## src/rtl/div_unit.sv

```systemverilog
// div_unit: multi-cycle radix-2 restoring divider for RV32M DIV/DIVU/REM/REMU.
// Optional DIV_EARLY_OUT_EN: |dividend| < |divisor| finishes via the 2-cycle SPECIAL path.
`default_nettype none

module div_unit #(
  parameter int WIDTH = 32
) (
  input  logic             clk,
  input  logic             rst,
  input  logic             start_i,
  input  logic             signed_i,
  input  logic [WIDTH-1:0] dividend_i,
  input  logic [WIDTH-1:0] divisor_i,
  input  logic             cancel_i,
  output logic [WIDTH-1:0] quotient_o,
  output logic [WIDTH-1:0] remainder_o,
  output logic             ready_o,
  output logic             stallreq_ex_o
);

  localparam int CW = $clog2(WIDTH + 1);
  localparam logic [CW-1:0] LAST_COUNT = CW'(WIDTH);

  typedef enum logic [1:0] {
    IDLE    = 2'd0,
    SPECIAL = 2'd1,
    CALC    = 2'd2,
    DONE    = 2'd3
  } state_t;

  state_t state, state_nxt;

  logic [CW-1:0]    count;
  logic [WIDTH-1:0] part_quot;
  logic [WIDTH-1:0] part_rem;
  logic [WIDTH-1:0] dvs_mag;
  logic             neg_q;
  logic             neg_r;

  // Operand decode on the request inputs (only meaningful in IDLE)
  logic             dvd_neg;
  logic             dvs_neg;
  logic [WIDTH-1:0] dvd_mag_in;
  logic [WIDTH-1:0] dvs_mag_in;
  logic             div_zero;
  logic             overflow;
  logic             is_special;

  assign dvd_neg    = signed_i & dividend_i[WIDTH-1];
  assign dvs_neg    = signed_i & divisor_i[WIDTH-1];
  assign dvd_mag_in = dvd_neg ? -dividend_i : dividend_i;
  assign dvs_mag_in = dvs_neg ? -divisor_i  : divisor_i;
  assign div_zero   = (divisor_i == '0);
  assign overflow   = signed_i
                    & (dividend_i == {1'b1, {(WIDTH-1){1'b0}}})
                    & (divisor_i == '1);

`ifdef DIV_EARLY_OUT_EN
  logic early_out;
  assign early_out  = ~div_zero & (dvd_mag_in < dvs_mag_in);
  assign is_special = div_zero | overflow | early_out;
`else
  assign is_special = div_zero | overflow;
`endif

  // One restoring step: shift {r,q} left, trial-subtract at WIDTH+1 bits
  logic [WIDTH:0]   shifted;
  logic [WIDTH:0]   trial;
  logic [WIDTH-1:0] rem_step;
  logic [WIDTH-1:0] quot_step;

  assign shifted   = {part_rem, part_quot[WIDTH-1]};
  assign trial     = shifted - {1'b0, dvs_mag};
  assign rem_step  = trial[WIDTH] ? shifted[WIDTH-1:0] : trial[WIDTH-1:0];
  assign quot_step = {part_quot[WIDTH-2:0], ~trial[WIDTH]};

  logic [WIDTH-1:0] fixed_quot;
  logic [WIDTH-1:0] fixed_rem;

  assign fixed_quot = neg_q ? -part_quot : part_quot;
  assign fixed_rem  = neg_r ? -part_rem  : part_rem;

  assign stallreq_ex_o = start_i & ~ready_o & ~cancel_i;

  always_ff @(posedge clk or posedge rst) begin
    if (rst) begin
      state <= IDLE;
    end else begin
      state <= state_nxt;
    end
  end

  // SPECIAL holds for two cycles so its result lands on the same commit step as CALC
  always_comb begin
    state_nxt = state;
    case (state)
      IDLE:    if (start_i) state_nxt = is_special ? SPECIAL : CALC;
      SPECIAL: if (count != '0) state_nxt = DONE;
      CALC:    if (count == LAST_COUNT) state_nxt = DONE;
      DONE:    state_nxt = IDLE;
      default: state_nxt = IDLE;
    endcase
    if (cancel_i) begin
      state_nxt = IDLE;
    end
  end

  always_ff @(posedge clk or posedge rst) begin
    if (rst) begin
      count       <= '0;
      part_quot   <= '0;
      part_rem    <= '0;
      dvs_mag     <= '0;
      neg_q       <= 1'b0;
      neg_r       <= 1'b0;
      quotient_o  <= '0;
      remainder_o <= '0;
      ready_o     <= 1'b0;
    end else begin
      ready_o <= 1'b0;
      if (!cancel_i) begin
        case (state)
          IDLE: begin
            if (start_i) begin
              count   <= '0;
              dvs_mag <= dvs_mag_in;
              neg_q   <= 1'b0;
              neg_r   <= 1'b0;
              if (div_zero) begin
                part_quot <= '1;
                part_rem  <= dividend_i;
              end else if (overflow) begin
                part_quot <= {1'b1, {(WIDTH-1){1'b0}}};
                part_rem  <= '0;
`ifdef DIV_EARLY_OUT_EN
              end else if (early_out) begin
                part_quot <= '0;
                part_rem  <= dividend_i;
`endif
              end else begin
                part_quot <= dvd_mag_in;
                part_rem  <= '0;
                neg_q     <= dvd_neg ^ dvs_neg;
                neg_r     <= dvd_neg;
              end
            end
          end
          SPECIAL: begin
            count <= count + 1'b1;
            if (count != '0) begin
              quotient_o  <= fixed_quot;
              remainder_o <= fixed_rem;
              ready_o     <= 1'b1;
            end
          end
          CALC: begin
            if (count == LAST_COUNT) begin
              quotient_o  <= fixed_quot;
              remainder_o <= fixed_rem;
              ready_o     <= 1'b1;
            end else begin
              part_quot <= quot_step;
              part_rem  <= rem_step;
              count     <= count + 1'b1;
            end
          end
          default: ;
        endcase
      end
    end
  end

endmodule

`default_nettype wire

```

## config.mk

```make
export PLATFORM = sky130hd
export DESIGN_NAME = div_unit
export DESIGN_NICKNAME = d
export VERILOG_FILES = /design/src/rtl/div_unit.sv
export SDC_FILE = /design/constraint.sdc
export NUM_CORES = 1
export LEC_CHECK = 0
export ABC_CLOCK_PERIOD_IN_PS = 7800
export BUFFER_PORTS_ARGS = -buffer_cell sky130_fd_sc_hd__clkbuf_2
export CAP_MARGIN = 20
export CELL_PAD_IN_SITES_DETAIL_PLACEMENT = 0
export CELL_PAD_IN_SITES_GLOBAL_PLACEMENT = 1
export CORE_MARGIN = 1.5
export CORE_UTILIZATION = 30
export DETAILED_ROUTE_END_ITERATION = 6
export GPL_ROUTABILITY_DRIVEN = 0
export PLACE_DENSITY_LB_ADDON = 0.3
export SYNTH_ARGS = -nofsm -noshare
export SYNTH_HDL_FRONTEND = slang
export SYNTH_SLANG_ARGS = --single-unit
export TNS_END_PERCENT = 10
```

## constraint.sdc

```tcl
create_clock -name clk -period 7.8 [get_ports clk]
set_input_delay 0.78 -clock clk [delete_from_list [all_inputs] [get_ports clk]]
set_output_delay 0.78 -clock clk [all_outputs]
set_load 0.02 [all_outputs]
```

==> results.sh, run 1 <==
export IMPL_status="finished, final reports clean"
export IMPL_cap_violations=0
export IMPL_vias=11400
export IMPL_synth_ff_type="dfrtp_1"
export IMPL_root_buffer="clkbuf_16"
export IMPL_rsz0062_at_grt="false"
export IMPL_slew_headroom_pct=31.7
export IMPL_seq_area_mm2=0.00428
export IMPL_hold_viol=0
export IMPL_grt_overflow_total=0
export IMPL_yosysSeqAreaShare_pct=35.0
export IMPL_clock_skew_ns=0.0169
export IMPL_start_util_pct=30.6
export IMPL_worst_r2r_endpoint="part_rem[13]"
export IMPL_period_needed_ns=4.08
export IMPL_startpoint="part_quot[31]"
export IMPL_grt_pass1_vias=10700
export IMPL_ctsResizeCount=0
export IMPL_synth_area_leaders="dfrtp_1 35%, a21oi_1 7.3%, xor2_1 5.4%"
export IMPL_grt_usage_pct=19.9
export IMPL_synthArstFlopShare_pct=100
export IMPL_antenna_found_initial=1
export IMPL_clock_latency_ns=0.45
export IMPL_drive_gt1_share_pct=13.4
export IMPL_drc=0
export IMPL_synth_cells=1520
export IMPL_critical_path_class="flop to flop"
export IMPL_ys_seq_elements=171
export IMPL_port_buffers=134
export IMPL_drt_initial_drc_count=735
export IMPL_clock_sinks=171
export IMPL_crit_path_max_fanout=14
export IMPL_cts_hold_buf=0
export IMPL_grt_start_max_net_pins=110
export IMPL_hp_class="input pin to async pin"
export IMPL_synth_top_area_share_pct=35.0
export IMPL_num_rows=73
export IMPL_synth_most_common_cell="a21oi_1"
export IMPL_avgSynthCellArea_um2=8.05
export IMPL_drt_pass1_iterations=5
export IMPL_clockBufferDepth=2
export IMPL_post_cts_setup_buffers=0
export IMPL_ios=135
export IMPL_fmax_mhz=245
export IMPL_setup_viol=0
export IMPL_power_total_mw=6.82
export IMPL_syn_to_final_growth_pct=14.2
export IMPL_slew_violations=0
export IMPL_numCtsBuffers=17
export IMPL_yosys_warnings=0
export IMPL_wire_per_inst_um=19.2
export IMPL_synth_edf_count=0
export IMPL_syn_nets=1634
export IMPL_tns_ns=0
export IMPL_arrival_ns=4.42
export IMPL_core_area_mm2=0.0400
export IMPL_grt_pass1_wl_mm=64.0
export IMPL_power_density_mw_per_mm2=488
export IMPL_ant_nets=0
export IMPL_synth_area_leader_cell="dfrtp_1"
export IMPL_dieHeight_um=205
export IMPL_end_kind="flop"
export IMPL_worstSetupEndpoint="part_rem[13]"
export IMPL_fin_crit_sh_pct=52.4
export IMPL_finalNetCount=1717
export IMPL_r2r_cells=11
export IMPL_fill_cells=4316
export IMPL_tritoncts="yes"
export IMPL_htreeDepth=4
export IMPL_p_leak_nw=5.91
export IMPL_startpoint_type="flop"
export IMPL_reg2reg_from="part_quot[31]"
export IMPL_clkTransAtPathRegs_ns=0.08
export IMPL_fp_dieW_um=205
export IMPL_worstPathRequired_ns=8.14
export IMPL_synth_distinct_cells=77
export IMPL_multi_input_area_mm2=0.00739
export IMPL_synthTopCellsByCount="179 x a21oi_1, 171 x dfrtp_1, 163 x nor2_1, 141 x nand2_1, 131 x o21ai_0"
export IMPL_ir_drop_uv=159
export IMPL_antenna_cells=0
export IMPL_r2r_setup_slack_ns=3.72
export IMPL_dp_hpwl_mm=31.7
export IMPL_finalWirelength_mm=41.2
export IMPL_die_area_mm2=0.0420
export IMPL_netlist_area_mm2=0.0122
export IMPL_tightest_slew_ns=1.02
export IMPL_viasPerCell=5.32
==> per-layer routing <==
layer  share of wire [%]  global-route usage [%]  wire length [µm]
met1                  49                    29.5             20300
met2                  42                    28.9             17400
met3                 5.9                    3.37              2430
met4                 2.5                    6.88              1030
met5                   0                       0                 0
==> critical path, cell delays in order, from the launching register on <==
cell and delay [ns]:
dfrtp_1 0.35, inv_1 0.09, ha_1 0.24, fa_1 0.40, nand2b_1 0.18, a21oi_1 0.42
o211ai_1 0.25, a211o_1 0.38, nand3_1 0.42, nand2_1 0.55, and3_1 0.37, o32a_1 0.32
==> worst min path at each step <==
stage | startpoint | end | slack [ns] | depth (start not counted)
global placement | dvs_mag[4] | dvs_mag[4] | 0.46 | 2
detailed placement | dvs_mag[21] | dvs_mag[21] | 0.47 | 2
floorplan | dvs_mag[10] | dvs_mag[10] | 0.45 | 2
global route | rst | remainder_o[25] | 0.42 | 2
finish | rst | remainder_o[23] | 0.39 | 2
CTS | dvs_mag[21] | dvs_mag[21] | 0.49 | 2
==> where the power goes <==
part,internal (mW),switching (mW)
registers,1.31,0.505
clock network,0.484,0.415
logic,1.51,2.59
total,3.31,3.51
==> registers in the layout (all words and copies together), names as in the netlist, 2 cells and up <==
register     cells
dvs_mag         32
part_quot       32
part_rem        32
quotient_o      32
remainder_o     32
count            6
state            2
==> cells by family (layout without fill, tap and decap cells) <==
group	Yosys count	count (layout)	share of synthesized area, %
flip-flops	171	171	35.0
AND/OR/NAND/NOR	512	512	20.1
multiplexers	26	26	2.21
AO/OA/AOI/OAI	475	475	23.3
XOR/XNOR	139	139	9.94
adder cells (fa/ha/maj)	45	45	4.66
buffers and inverters	152	248	4.81
==> layout make-up <==
class                           count  share of cell area, %
Clock buffer                       17                   3.04
Clock inverter                     15                   1.32
Inverter                           71                   1.94
Multi-Input combinational cell   1197                   52.9
Sequential cell                   171                   30.6
Tap cell                          525                   4.70
Timing Repair Buffer              145                   5.53
==> cells in the final DEF (no fill, tap or decap), drive strengths merged, types with 8 or more instances in the layout <==
cell,netlist,final
xor2,76,76
nor3,49,49
o211ai,10,10
a21o,10,10
and3,17,17
and2,11,11
o21ai,145,145
nor4,11,11
o41ai,13,13
nor2,165,165
a21oi,179,179
mux2i,18,18
ha,44,44
dfrtp,171,171
xnor2,63,63
nand3,27,27
clkbuf,67,151
buf,14,11
a31oi,12,12
mux2,8,8
nand2b,9,9
nand2,141,141
a2111oi,8,8
inv,69,75
nand4,18,18
or4,12,12
o31ai,36,36
a211oi,15,15
or3,20,20
o22ai,8,8
nor2b,8,8
==> stage by stage <==
| step | utilization (%) | instances | hold WS, ns | instance area, µm² | setup WS [ns] |
|---|---|---|---|---|---|
| finish | 34.9 | 2141 | 0.385 | 14000 | 3.72 |
| global route | 34.9 | 2141 | 0.419 | 14000 | 3.46 |
| CTS | 34.9 | 2140 | 0.489 | 14000 | 3.77 |
| detailed placement | 33.4 | 2108 | 0.472 | 13300 | 3.46 |
| global placement | 33.4 | 2108 | 0.463 | 13300 | 3.44 |
| floorplan | - | 1520 | 0.450 | 12200 | 2.39 |
Power figures use the tool's default switching activity.
==> run 2: changes to the inputs <==
--- a/config.mk
+++ b/config.mk
@@ -5,7 +5,7 @@
 export SDC_FILE = /design/constraint.sdc
 export NUM_CORES = 1
 export LEC_CHECK = 0
-export ABC_CLOCK_PERIOD_IN_PS = 7800
+export ABC_CLOCK_PERIOD_IN_PS = 3400
 export BUFFER_PORTS_ARGS = -buffer_cell sky130_fd_sc_hd__clkbuf_2
 export CAP_MARGIN = 20
 export CELL_PAD_IN_SITES_DETAIL_PLACEMENT = 0
==> constraint.sdc (replaced) <==
create_clock -name clk -period 3.4 [get_ports clk]
set_input_delay 0.34 -clock clk [delete_from_list [all_inputs] [get_ports clk]]
set_output_delay 0.34 -clock clk [all_outputs]
set_load 0.02 [all_outputs]
==> run 2 against run 1 <==
Final area increased by 3.5%. Sequential power increased by 120%. Routed wire length decreased by 0.42%. Register-to-register slack got worse by 3.5 ns. Global-route usage about the same. Highest routed layer unchanged.
==> results.sh, run 2 (synthesized netlist as in run 1, its figures left out) <==
export IMPL_tns_ns=0
export IMPL_dieHeight_um=205
export IMPL_wire_per_inst_um=18.6
export IMPL_end_kind="flop"
export IMPL_fin_area_mm2=0.0145
export IMPL_numCtsBuffers=17
export IMPL_clkTransAtPathRegs_ns=0.07
export IMPL_finalNetCount=1783
export IMPL_clockBufferDepth=2
export IMPL_ir_drop_uv=358
export IMPL_p_switching_mw=8.08
export IMPL_htreeDepth=4
export IMPL_viasPerCell=5.20
export IMPL_clkPwrFrac_pct=11.9
export IMPL_drt_initial_drc_count=722
export IMPL_start_util_pct=30.6
export IMPL_vias=11500
export IMPL_cap_violations=0
export IMPL_worstPathRequired_ns=3.73
export IMPL_setup_viol=0
export IMPL_pwr_share_seq_pct=25.0
export IMPL_p_leak_nw=6.21
export IMPL_p_comb_share_pct=63.1
export IMPL_fill_cells=4312
export IMPL_slew_violations=0
export IMPL_critPathMostFrequentCell="or4_4"
export IMPL_ant_nets=0
export IMPL_clock_skew_ns=0.0124
export IMPL_grt_pass1_wl_mm=64.1
export IMPL_final_cell_mix="179 x a21oi_1, 171 x dfrtp_1, 162 x nor2_1, 140 x nand2_1, 134 x clkbuf_2"
export IMPL_antenna_found_initial=2
export IMPL_max_stage_delay_ns=0.57
export IMPL_hp_class="input pin to flop"
export IMPL_power_internal_mw=7.91
export IMPL_drive_gt1_share_pct=16.8
export IMPL_port_buffers=134
export IMPL_drc=0
export IMPL_tritoncts="yes"
export IMPL_dp_hpwl_mm=32.3
export IMPL_grt_usage_pct=19.9
export IMPL_power_density_mw_per_mm2=1110
export IMPL_drt_pass1_iterations=7
export IMPL_sw_frac_of_total_pct=50.5
export IMPL_slew_headroom_pct=42.3
export IMPL_syn_to_final_growth_pct=18.2
export IMPL_clock_latency_ns=0.46
export IMPL_slowest_stage="or4_4"
export IMPL_fmax_mhz=313
export IMPL_hold_viol=0
export IMPL_final_common_cell="a21oi_1"
export IMPL_seq_area_mm2=0.00428
export IMPL_fp_dieW_um=205
export IMPL_startpoint_type="flop"
export IMPL_fin_crit_sh_pct=94.0
export IMPL_critical_path_class="flop to flop"
export IMPL_fin_ws_ns=0.203
export IMPL_rsz0062_at_grt="false"
export IMPL_arrival_ns=3.53
export IMPL_power_total_mw=16.0
export IMPL_status="finished, final reports clean"
export IMPL_grt_start_max_net_pins=122
export IMPL_core_area_mm2=0.0400
export IMPL_tightest_slew_ns=0.866
export IMPL_cp_cell_sequence="or4_4 > or4_4 > or4b_1 > nand2b_4 > o31ai_2 > nand2_1 > xor2_1 > mux2_2"
export IMPL_clock_sinks=171
export IMPL_grt_pass1_vias=10900
export IMPL_grt_overflow_total=0
export IMPL_ios=135
export IMPL_pre_cts_ws_ns=0.203
export IMPL_finalWirelength_mm=41.0
export IMPL_root_buffer="clkbuf_16"
export IMPL_multi_input_area_mm2=0.00740
export IMPL_crit_path_max_fanout=4
export IMPL_period_needed_ns=3.20
export IMPL_num_rows=73
export IMPL_placed_area_mm2=0.0139
export IMPL_die_area_mm2=0.0420
-- run 2: timing repair --
| action | CTS | global route |
|---|---|---|
| buffers inserted | 0 | 0 |
| hold buffers | 1 | 0 |
| gates resized for setup | 0 | 3 |
| setup endpoints to repair | 0 | 9 |
| hold endpoints to repair | 3 | 0 |
-- run 2: power groups by stage --
stage	logic, mW	clock network [mW]	registers [mW]
4_1_cts	10.0	1.96	4.00
6_report	10.1	1.90	4.00
5_1_grt	11.2	2.05	4.15
3_5_place_dp	9.97	0	4.04
2_1_floorplan	6.46	0	4.21
3_3_place_gp	9.92	0	4.01
-- run 2: final timing paths --
kind                                  end  cells after the start  slack (ns)     startpoint
max                        quotient_o[29]                      8        0.20  part_quot[11]
min                              state[0]                      2        0.14       cancel_i
max reg2reg                quotient_o[29]                      8        0.20  part_quot[11]
min reg2reg                   dvs_mag[22]                      2        0.48    dvs_mag[22]
max in group asynchronous    part_rem[26]                      4        2.12            rst
min in group asynchronous  remainder_o[8]                      3        0.34            rst
-- run 2: through the flow --
step | std cells | utilization (%) | hold slack [ns]
global placement | 2174 | 34.7 | 0.248
CTS | 2207 | 36.1 | 0.118
detailed placement | 2174 | 34.7 | 0.239
global route | 2209 | 36.2 | 0.132
finish | 2209 | 36.2 | 0.140
floorplan | 1520 | - | 0.406
-- run 2: per-layer routing --
| layer | track usage [%] | wire length (µm) |
|---|---|---|
| met2 | 29.0 | 17300 |
| met1 | 29.8 | 20900 |
| met5 | 0 | 0 |
| met4 | 6.41 | 1010 |
| met3 | 3.02 | 1810 |
-- run 2: cell type report --
| type | count | share of cell area [%] |
|---|---|---|
| multi-input combinational | 1197 | 51.2 |
| antenna | 2 | 0.0346 |
| tap | 525 | 4.54 |
| timing repair buffer | 211 | 9.00 |
| clock buffer | 19 | 3.06 |
| inverter | 71 | 1.87 |
| sequential | 171 | 29.6 |
| clock inverter | 13 | 0.761 |
-- run 2: worst max-delay path: cells and delay by family, from the launching register on --
| family | cells | cell delay (ns) |
|---|---|---|
| AOI/OAI and AO/OA | 1 | 0.34 |
| xor gates and xnor gates | 1 | 0.16 |
| DFF | 1 | 0.42 |
| muxes | 1 | 0.26 |
| and+or+nand+nor | 5 | 1.89 |
